`src/rtl/lsu_pkg.sv`:
```
// Shared encodings for the load/store unit: access sizes, FSM states and the
// request error decode used at acceptance time.
package lsu_pkg;

  localparam logic [1:0] SZ_BYTE = 2'b00;
  localparam logic [1:0] SZ_HALF = 2'b01;
  localparam logic [1:0] SZ_WORD = 2'b10;
  localparam logic [1:0] SZ_ILL  = 2'b11;

  typedef enum logic [2:0] {
    ST_IDLE   = 3'd0,
    ST_LOAD   = 3'd1,
    ST_STORE  = 3'd2,
    ST_RMW_RD = 3'd3,
    ST_RMW_WR = 3'd4,
    ST_RESP   = 3'd5
  } lsu_state_e;

  // A request is rejected for an illegal size, a misaligned half/word, or an
  // address beyond the end of DM (limit is the DM size in bytes).
  function automatic logic req_is_err(input logic [1:0]  size,
                                      input logic [31:0] addr,
                                      input logic [31:0] limit);
    logic bad;
    bad = 1'b0;
    if (size == SZ_ILL)                             bad = 1'b1;
    if ((size == SZ_HALF) && addr[0])               bad = 1'b1;
    if ((size == SZ_WORD) && (addr[1:0] != 2'b00))  bad = 1'b1;
    if (addr >= limit)                              bad = 1'b1;
    return bad;
  endfunction

endpackage

```
`src/rtl/lsu_lane_align.sv`:
```
// Combinational lane steering: picks and extends the addressed byte/half of a
// DM word for loads, and merges store data into a DM word for sub-word writes.
module lsu_lane_align
  import lsu_pkg::*;
(
  input  logic [31:0] mem_word,
  input  logic [1:0]  addr_lo,
  input  logic [1:0]  size,
  input  logic        is_unsigned,
  input  logic [31:0] wdata,
  output logic [31:0] load_data,
  output logic [31:0] merged_word
);

  logic [31:0] shifted;
  logic [7:0]  byte_sel;
  logic [15:0] half_sel;

  // Load path: shift the addressed byte down, choose the half by addr[1], then extend.
  always_comb begin
    shifted   = mem_word >> {addr_lo, 3'b000};
    byte_sel  = shifted[7:0];
    half_sel  = addr_lo[1] ? mem_word[31:16] : mem_word[15:0];
    load_data = 32'h0;
    case (size)
      SZ_BYTE: load_data = {{24{~is_unsigned & byte_sel[7]}}, byte_sel};
      SZ_HALF: load_data = {{16{~is_unsigned & half_sel[15]}}, half_sel};
      SZ_WORD: load_data = mem_word;
      default: load_data = 32'h0;
    endcase
  end

  // Store path: each byte lane either takes its slice of the store data or keeps the old byte.
  for (genvar gi = 0; gi < 4; gi++) begin : g_lane
    logic       lane_en;
    logic [7:0] lane_src;

    // Lane gi is written when the access covers it; halves use wdata bytes 0/1 by lane parity.
    always_comb begin
      lane_en  = 1'b0;
      lane_src = wdata[8*gi +: 8];
      case (size)
        SZ_BYTE: begin
          lane_en  = (addr_lo == 2'(gi));
          lane_src = wdata[7:0];
        end
        SZ_HALF: begin
          lane_en  = (addr_lo[1] == 1'(gi / 2));
          lane_src = wdata[8*(gi % 2) +: 8];
        end
        SZ_WORD: lane_en = 1'b1;
        default: lane_en = 1'b0;
      endcase
    end

    assign merged_word[8*gi +: 8] = lane_en ? lane_src : mem_word[8*gi +: 8];
  end

endmodule

```
`src/rtl/lsu_ctrl.sv`:
```
// Load/store controller for the word-wide data memory. Latches one request at
// a time, rejects bad ones without touching DM, and turns sub-word stores into
// a read-modify-write. All outputs are registered and follow the next state.
module lsu_ctrl
  import lsu_pkg::*;
#(
  parameter int unsigned DM_WORDS = 256
) (
  input  logic        clk,
  input  logic        rst,
  input  logic        req_valid,
  output logic        req_ready,
  input  logic        req_we,
  input  logic [1:0]  req_size,
  input  logic        req_unsigned,
  input  logic [31:0] req_addr,
  input  logic [31:0] req_wdata,
  output logic        resp_valid,
  output logic [31:0] resp_rdata,
  output logic        resp_err,
  output logic [31:0] dm_addr,
  output logic [31:0] dm_w_data,
  input  logic [31:0] dm_r_data,
  output logic        r_mem,
  output logic        w_mem
);

  localparam logic [31:0] DM_BYTES = 32'(DM_WORDS * 4);

  lsu_state_e  state_q, state_d;
  logic        we_q, we_d;
  logic [1:0]  size_q, size_d;
  logic        unsigned_q, unsigned_d;
  logic [31:0] addr_q, addr_d;
  logic [31:0] wdata_q, wdata_d;

  logic        req_ready_q, req_ready_d;
  logic        resp_valid_q, resp_valid_d;
  logic [31:0] resp_rdata_q, resp_rdata_d;
  logic        resp_err_q, resp_err_d;
  logic [31:0] dm_addr_q, dm_addr_d;
  logic [31:0] dm_w_data_q, dm_w_data_d;
  logic        r_mem_q, r_mem_d;
  logic        w_mem_q, w_mem_d;

  logic [31:0] load_data;
  logic [31:0] merged_word;
  logic        req_err;

  // Lane logic always works on the latched request and the live DM read bus.
  lsu_lane_align u_align (
    .mem_word    (dm_r_data),
    .addr_lo     (addr_q[1:0]),
    .size        (size_q),
    .is_unsigned (unsigned_q),
    .wdata       (wdata_q),
    .load_data   (load_data),
    .merged_word (merged_word)
  );

  assign req_err = req_is_err(req_size, req_addr, DM_BYTES);

  // Next state, request latches and registered outputs derived from the next state.
  always_comb begin
    state_d      = state_q;
    we_d         = we_q;
    size_d       = size_q;
    unsigned_d   = unsigned_q;
    addr_d       = addr_q;
    wdata_d      = wdata_q;
    resp_rdata_d = resp_rdata_q;
    resp_err_d   = 1'b0;
    resp_valid_d = 1'b0;
    req_ready_d  = 1'b0;
    r_mem_d      = 1'b0;
    w_mem_d      = 1'b0;
    dm_addr_d    = 32'h0;
    dm_w_data_d  = 32'h0;

    case (state_q)
      ST_IDLE: begin
        if (req_valid) begin
          we_d       = req_we;
          size_d     = req_size;
          unsigned_d = req_unsigned;
          addr_d     = req_addr;
          wdata_d    = req_wdata;
          if (req_err) begin
            state_d      = ST_RESP;
            resp_err_d   = 1'b1;
            resp_rdata_d = 32'h0;
          end else if (!req_we) begin
            state_d = ST_LOAD;
          end else if (req_size == SZ_WORD) begin
            state_d = ST_STORE;
          end else begin
            state_d = ST_RMW_RD;
          end
        end
      end
      ST_LOAD: begin
        resp_rdata_d = load_data;
        state_d      = ST_RESP;
      end
      ST_STORE: begin
        resp_rdata_d = 32'h0;
        state_d      = ST_RESP;
      end
      ST_RMW_RD: begin
        state_d = ST_RMW_WR;
      end
      ST_RMW_WR: begin
        resp_rdata_d = 32'h0;
        state_d      = ST_RESP;
      end
      ST_RESP: begin
        state_d = ST_IDLE;
      end
      default: begin
        state_d = ST_IDLE;
      end
    endcase

    // Output decode for the state being entered; the merged word is formed from
    // the read data captured at the end of RMW_RD.
    case (state_d)
      ST_IDLE:   req_ready_d = 1'b1;
      ST_LOAD: begin
        r_mem_d   = 1'b1;
        dm_addr_d = {addr_d[31:2], 2'b00};
      end
      ST_STORE: begin
        w_mem_d     = 1'b1;
        dm_addr_d   = {addr_d[31:2], 2'b00};
        dm_w_data_d = wdata_d;
      end
      ST_RMW_RD: begin
        r_mem_d   = 1'b1;
        dm_addr_d = {addr_d[31:2], 2'b00};
      end
      ST_RMW_WR: begin
        w_mem_d     = 1'b1;
        dm_addr_d   = {addr_d[31:2], 2'b00};
        dm_w_data_d = merged_word;
      end
      ST_RESP:   resp_valid_d = 1'b1;
      default:   req_ready_d = 1'b0;
    endcase
  end

  // State, request latches and output registers; reset drops any operation in flight.
  always_ff @(posedge clk) begin
    if (rst) begin
      state_q      <= ST_IDLE;
      we_q         <= 1'b0;
      size_q       <= SZ_BYTE;
      unsigned_q   <= 1'b0;
      addr_q       <= 32'h0;
      wdata_q      <= 32'h0;
      req_ready_q  <= 1'b1;
      resp_valid_q <= 1'b0;
      resp_rdata_q <= 32'h0;
      resp_err_q   <= 1'b0;
      dm_addr_q    <= 32'h0;
      dm_w_data_q  <= 32'h0;
      r_mem_q      <= 1'b0;
      w_mem_q      <= 1'b0;
    end else begin
      state_q      <= state_d;
      we_q         <= we_d;
      size_q       <= size_d;
      unsigned_q   <= unsigned_d;
      addr_q       <= addr_d;
      wdata_q      <= wdata_d;
      req_ready_q  <= req_ready_d;
      resp_valid_q <= resp_valid_d;
      resp_rdata_q <= resp_rdata_d;
      resp_err_q   <= resp_err_d;
      dm_addr_q    <= dm_addr_d;
      dm_w_data_q  <= dm_w_data_d;
      r_mem_q      <= r_mem_d;
      w_mem_q      <= w_mem_d;
    end
  end

  assign req_ready  = req_ready_q;
  assign resp_valid = resp_valid_q;
  assign resp_rdata = resp_rdata_q;
  assign resp_err   = resp_err_q;
  assign dm_addr    = dm_addr_q;
  assign dm_w_data  = dm_w_data_q;
  assign r_mem      = r_mem_q;
  assign w_mem      = w_mem_q;

  // The store data register is only needed by STORE and the merge; we_q is kept
  // for visibility of the latched request in debug.
  logic unused_we;
  assign unused_we = we_q;

endmodule

```
`config.mk`:
```
export PLATFORM = sky130hd
export DESIGN_NAME = lsu_ctrl
export DESIGN_NICKNAME = d
export VERILOG_FILES = /design/src/rtl/lsu_pkg.sv /design/src/rtl/lsu_lane_align.sv /design/src/rtl/lsu_ctrl.sv
export SDC_FILE = /design/constraint.sdc
export NUM_CORES = 1
export LEC_CHECK = 0
export CORE_ASPECT_RATIO = 1.25
export CORE_UTILIZATION = 51
export CTS_BUF_LIST = sky130_fd_sc_hd__clkbuf_16
export CTS_CLUSTER_SIZE = 12
export DETAILED_ROUTE_END_ITERATION = 7
export PLACE_DENSITY = 0.94
export SYNTH_ARGS = -nofsm -noshare
export SYNTH_HDL_FRONTEND = slang
export SYNTH_HIERARCHICAL = 1
export SYNTH_SLANG_ARGS = --single-unit
```
`constraint.sdc`:
```
create_clock -name clk -period 3.7 [get_ports clk]
set_clock_uncertainty 0.15 [all_clocks]
set_input_delay 0.74 -clock clk [delete_from_list [all_inputs] [get_ports clk]]
set_output_delay 0.74 -clock clk [all_outputs]
set_load 0.03 [all_outputs]
```
==> flow_summary.yaml <==
outcome:
  outcome: "finished clean"
worst_setup_path:
  critPathTopFamily: "simple AND/OR/NAND/NOR gates"
  end_kind: "flop"
  slowest_stage: "or3_1"
  cp.required_ns: 3.90
  cp_max_fo: 32
  arrival_ns: 3.29
  path_cells: "clkdlybuf4s50_1, nor4_1, nand4_1, or3_1, nor3_4, buf_4, a22o_1"
  timing.critical_path.buf_inv: 2
  critical-path-max-stage-delay_ns: 0.63
  setup.worst_path.start_class: "input port"
  path_class: "in2reg"
floorplan:
  coreArea_um2: 13300
  die_x_um: 107
  start_util_pct: 52.4
  ios: 204
  die-area_um2: 14100
  die_height_um: 133
  rows: 47
cts:
  postCtsHoldBufs: 0
  cts_tree: "yes"
  htree_levels: 4
  clock_latency_ns: 0.42
  cts_buffer_depth: 2
  path_clk_slew_ns: 0.07
  cts-buffers-inserted: 17
  clock_sinks: 169
  cts_setup_buffers: 0
  cts_resized: 0
  clockRootBuffer: "clkbuf_16"
min_path:
  hp-class: "reg2reg"
sta:
  fin_crit_sh_pct: 83.4
  post-route-min-period_ns: 3.08
  rsz0062_at_grt: "no"
  final-hold-violation-count: 0
  worst_slack_ns: 0.615
  finalSetupTns_ns: 0
  slew_violations: 0
  setup_violations: 0
  max-slew-margin-rel_pct: 19.8
  fmax_mhz: 324
  tightest_slew_ns: 1.20
routing:
  drc_errors: 0
  drtIter0Drc: 493
  postRouteAntennaNets: 0
  via_per_inst: 6.02
  first_pass_iters: 6
  vias: 6537
  routedWlPerCell_um: 20.0
  totalWireLength_mm: 21.7
placed_design:
  dp_hpwl_mm: 14.9
  port_buffers: 201
  dpl_worst_slack_ns: 0.269
  gp_congestion: 0.927
  post_dp_cell_area_um2: 8960
layout:
  n_antenna_cell: 0
  post-route-util_pct: 71.8
  layout.nets: 1004
  area_growth_pct: 37.0
  final_layout_size_suffix_gt1_share_pct: 6.89
  final_cell_area_um2: 9540
power_and_ir_drop:
  total_power_mw: 4.41
  p_leak_nw: 3.77
  max-vdd-ir-drop_mv: 0.345
  power.density_nw_per_um2: 462
global_route:
  grt_usage_pct: 30.4
  globalRouteOverflowTotal: 0
  grt_pass1_wl_mm: 33.2
  grt_pass1_vias: 6355
  antenna_found_initial: 0
  grt_max_degree: 42
synthesis:
  yosysMostFrequentCell: "dfxtp_1"
  syn_inst: 733
  ys_ff_latch: 169
  syn_area_um2: 6970
  synth_area_leaders: "dfxtp_1 49%, mux2i_1 8.0%, nand2_1 5.0%"
  synth_top_area_cell: "dfxtp_1"
  async_flop_share_pct: 0
  synth_common_cells: "169 x dfxtp_1, 93 x nand2_1, 92 x nor2_1"
  ys_types: 48
  yosysTopAreaCellShare_pct: 48.6
  synth_edf_count: 0
  ys_seq_area_share_pct: 48.6
  syn_area_per_cell_um2: 9.50
  synth_flop_cell: "dfxtp_1"
  yosysWarningCount: 6
job:
  max-cap-violations: 0
-- kinds of logic (layout without fill, tap and decap cells) --
group	count (synthesis)	count (layout)	share of synthesized area (%)
adder cells (fa/ha/maj)	1	1	0.144
AND/OR/NAND/NOR	223	223	13.9
multiplexers	82	82	12.4
other	1	2	0.0538
XOR/XNOR	1	1	0.126
buffers and inverters	70	250	5.42
flip-flops	169	169	48.6
AO/OA/AOI/OAI	186	186	19.4
-- worst paths after layout --
path,from,endpoint,slack (ns),depth (start not counted)
worst max-delay path,req_addr[13],dm_w_data[15]$_SDFF_PP0_,0.62,7
worst min-delay path,wdata_q[30]$_SDFF_PP0_,wdata_q[30]$_SDFF_PP0_,0.33,2
worst max register to register,addr_q[1]$_SDFFE_PP0P_,resp_rdata[14]$_SDFFE_PP0P_,0.98,4
worst min register to register,wdata_q[30]$_SDFF_PP0_,wdata_q[30]$_SDFF_PP0_,0.33,2
-- routing by layer --
metal | global-route usage [%] | vias to the layer above | wire [um]
met3 | 8.52 | 74 | 2190
met5 | 0 | - | 0
met4 | 16.7 | 0 | 1130
met1 | 33.7 | 3100 | 7730
met2 | 52.1 | 407 | 10700
li1 | - | 2956 | -
-- flip-flops by register name (all words and copies together), names as in the netlist, 2 cells and up --
register and count:
size_q 2, dm_addr 30, state_q 3, resp_rdata 32, dm_w_data 32, addr_q 32
wdata_q 32
-- metrics by stage --
| stage | cells | hold slack (ns) |
|---|---|---|
| final | 1085 | 0.335 |
| after global routing | 1085 | 0.366 |
| after CTS | 1085 | 0.333 |
| after detailed placement | 1053 | 0.323 |
| after global placement | 1053 | 0.313 |
| after floorplan | 734 | 0.283 |
-- area by class of cell --
cell class | count | area (um^2)
Clock inverter | 15 | 156
Inverter | 3 | 11.3
Multi-Input combinational cell | 495 | 3240
Fill cell | 973 | 3750
Sequential cell | 169 | 3380
Tap cell | 171 | 214
Clock buffer | 17 | 425
Timing Repair Buffer | 215 | 2110
-- tightest hold or removal path, stage by stage, from the launching register on --
cell and delay (ns):
dfxtp_1 0.31, nand2_1 0.05, a21oi_1 0.07
-- report_power, final --
part	internal (mW)	leakage (nW)	switching, mW
logic	0.320	2.13	0.396
registers	1.89	1.37	0.0544
clock network	0.954	0.271	0.789
-- cells in the final DEF (no fill, tap or decap), types with 5 or more instances in the layout --
cell type | synthesis | final
clkdlybuf4s50_1 | 0 | 200
dfxtp_1 | 169 | 169
nand2_1 | 93 | 93
nor2_1 | 92 | 91
a21oi_1 | 57 | 57
mux2i_1 | 56 | 56
a22o_1 | 32 | 32
a32o_1 | 32 | 32
mux2_1 | 19 | 19
clkbuf_16 | 0 | 17
a211o_1 | 17 | 17
o22ai_1 | 15 | 15
buf_4 | 5 | 14
o21ai_0 | 11 | 11
a221o_1 | 8 | 8
o21ai_1 | 8 | 8
nor4_1 | 7 | 7
or2_1 | 7 | 7
mux2_2 | 6 | 6
clkinvlp_4 | 0 | 5
(Power assumes the default switching activity.)
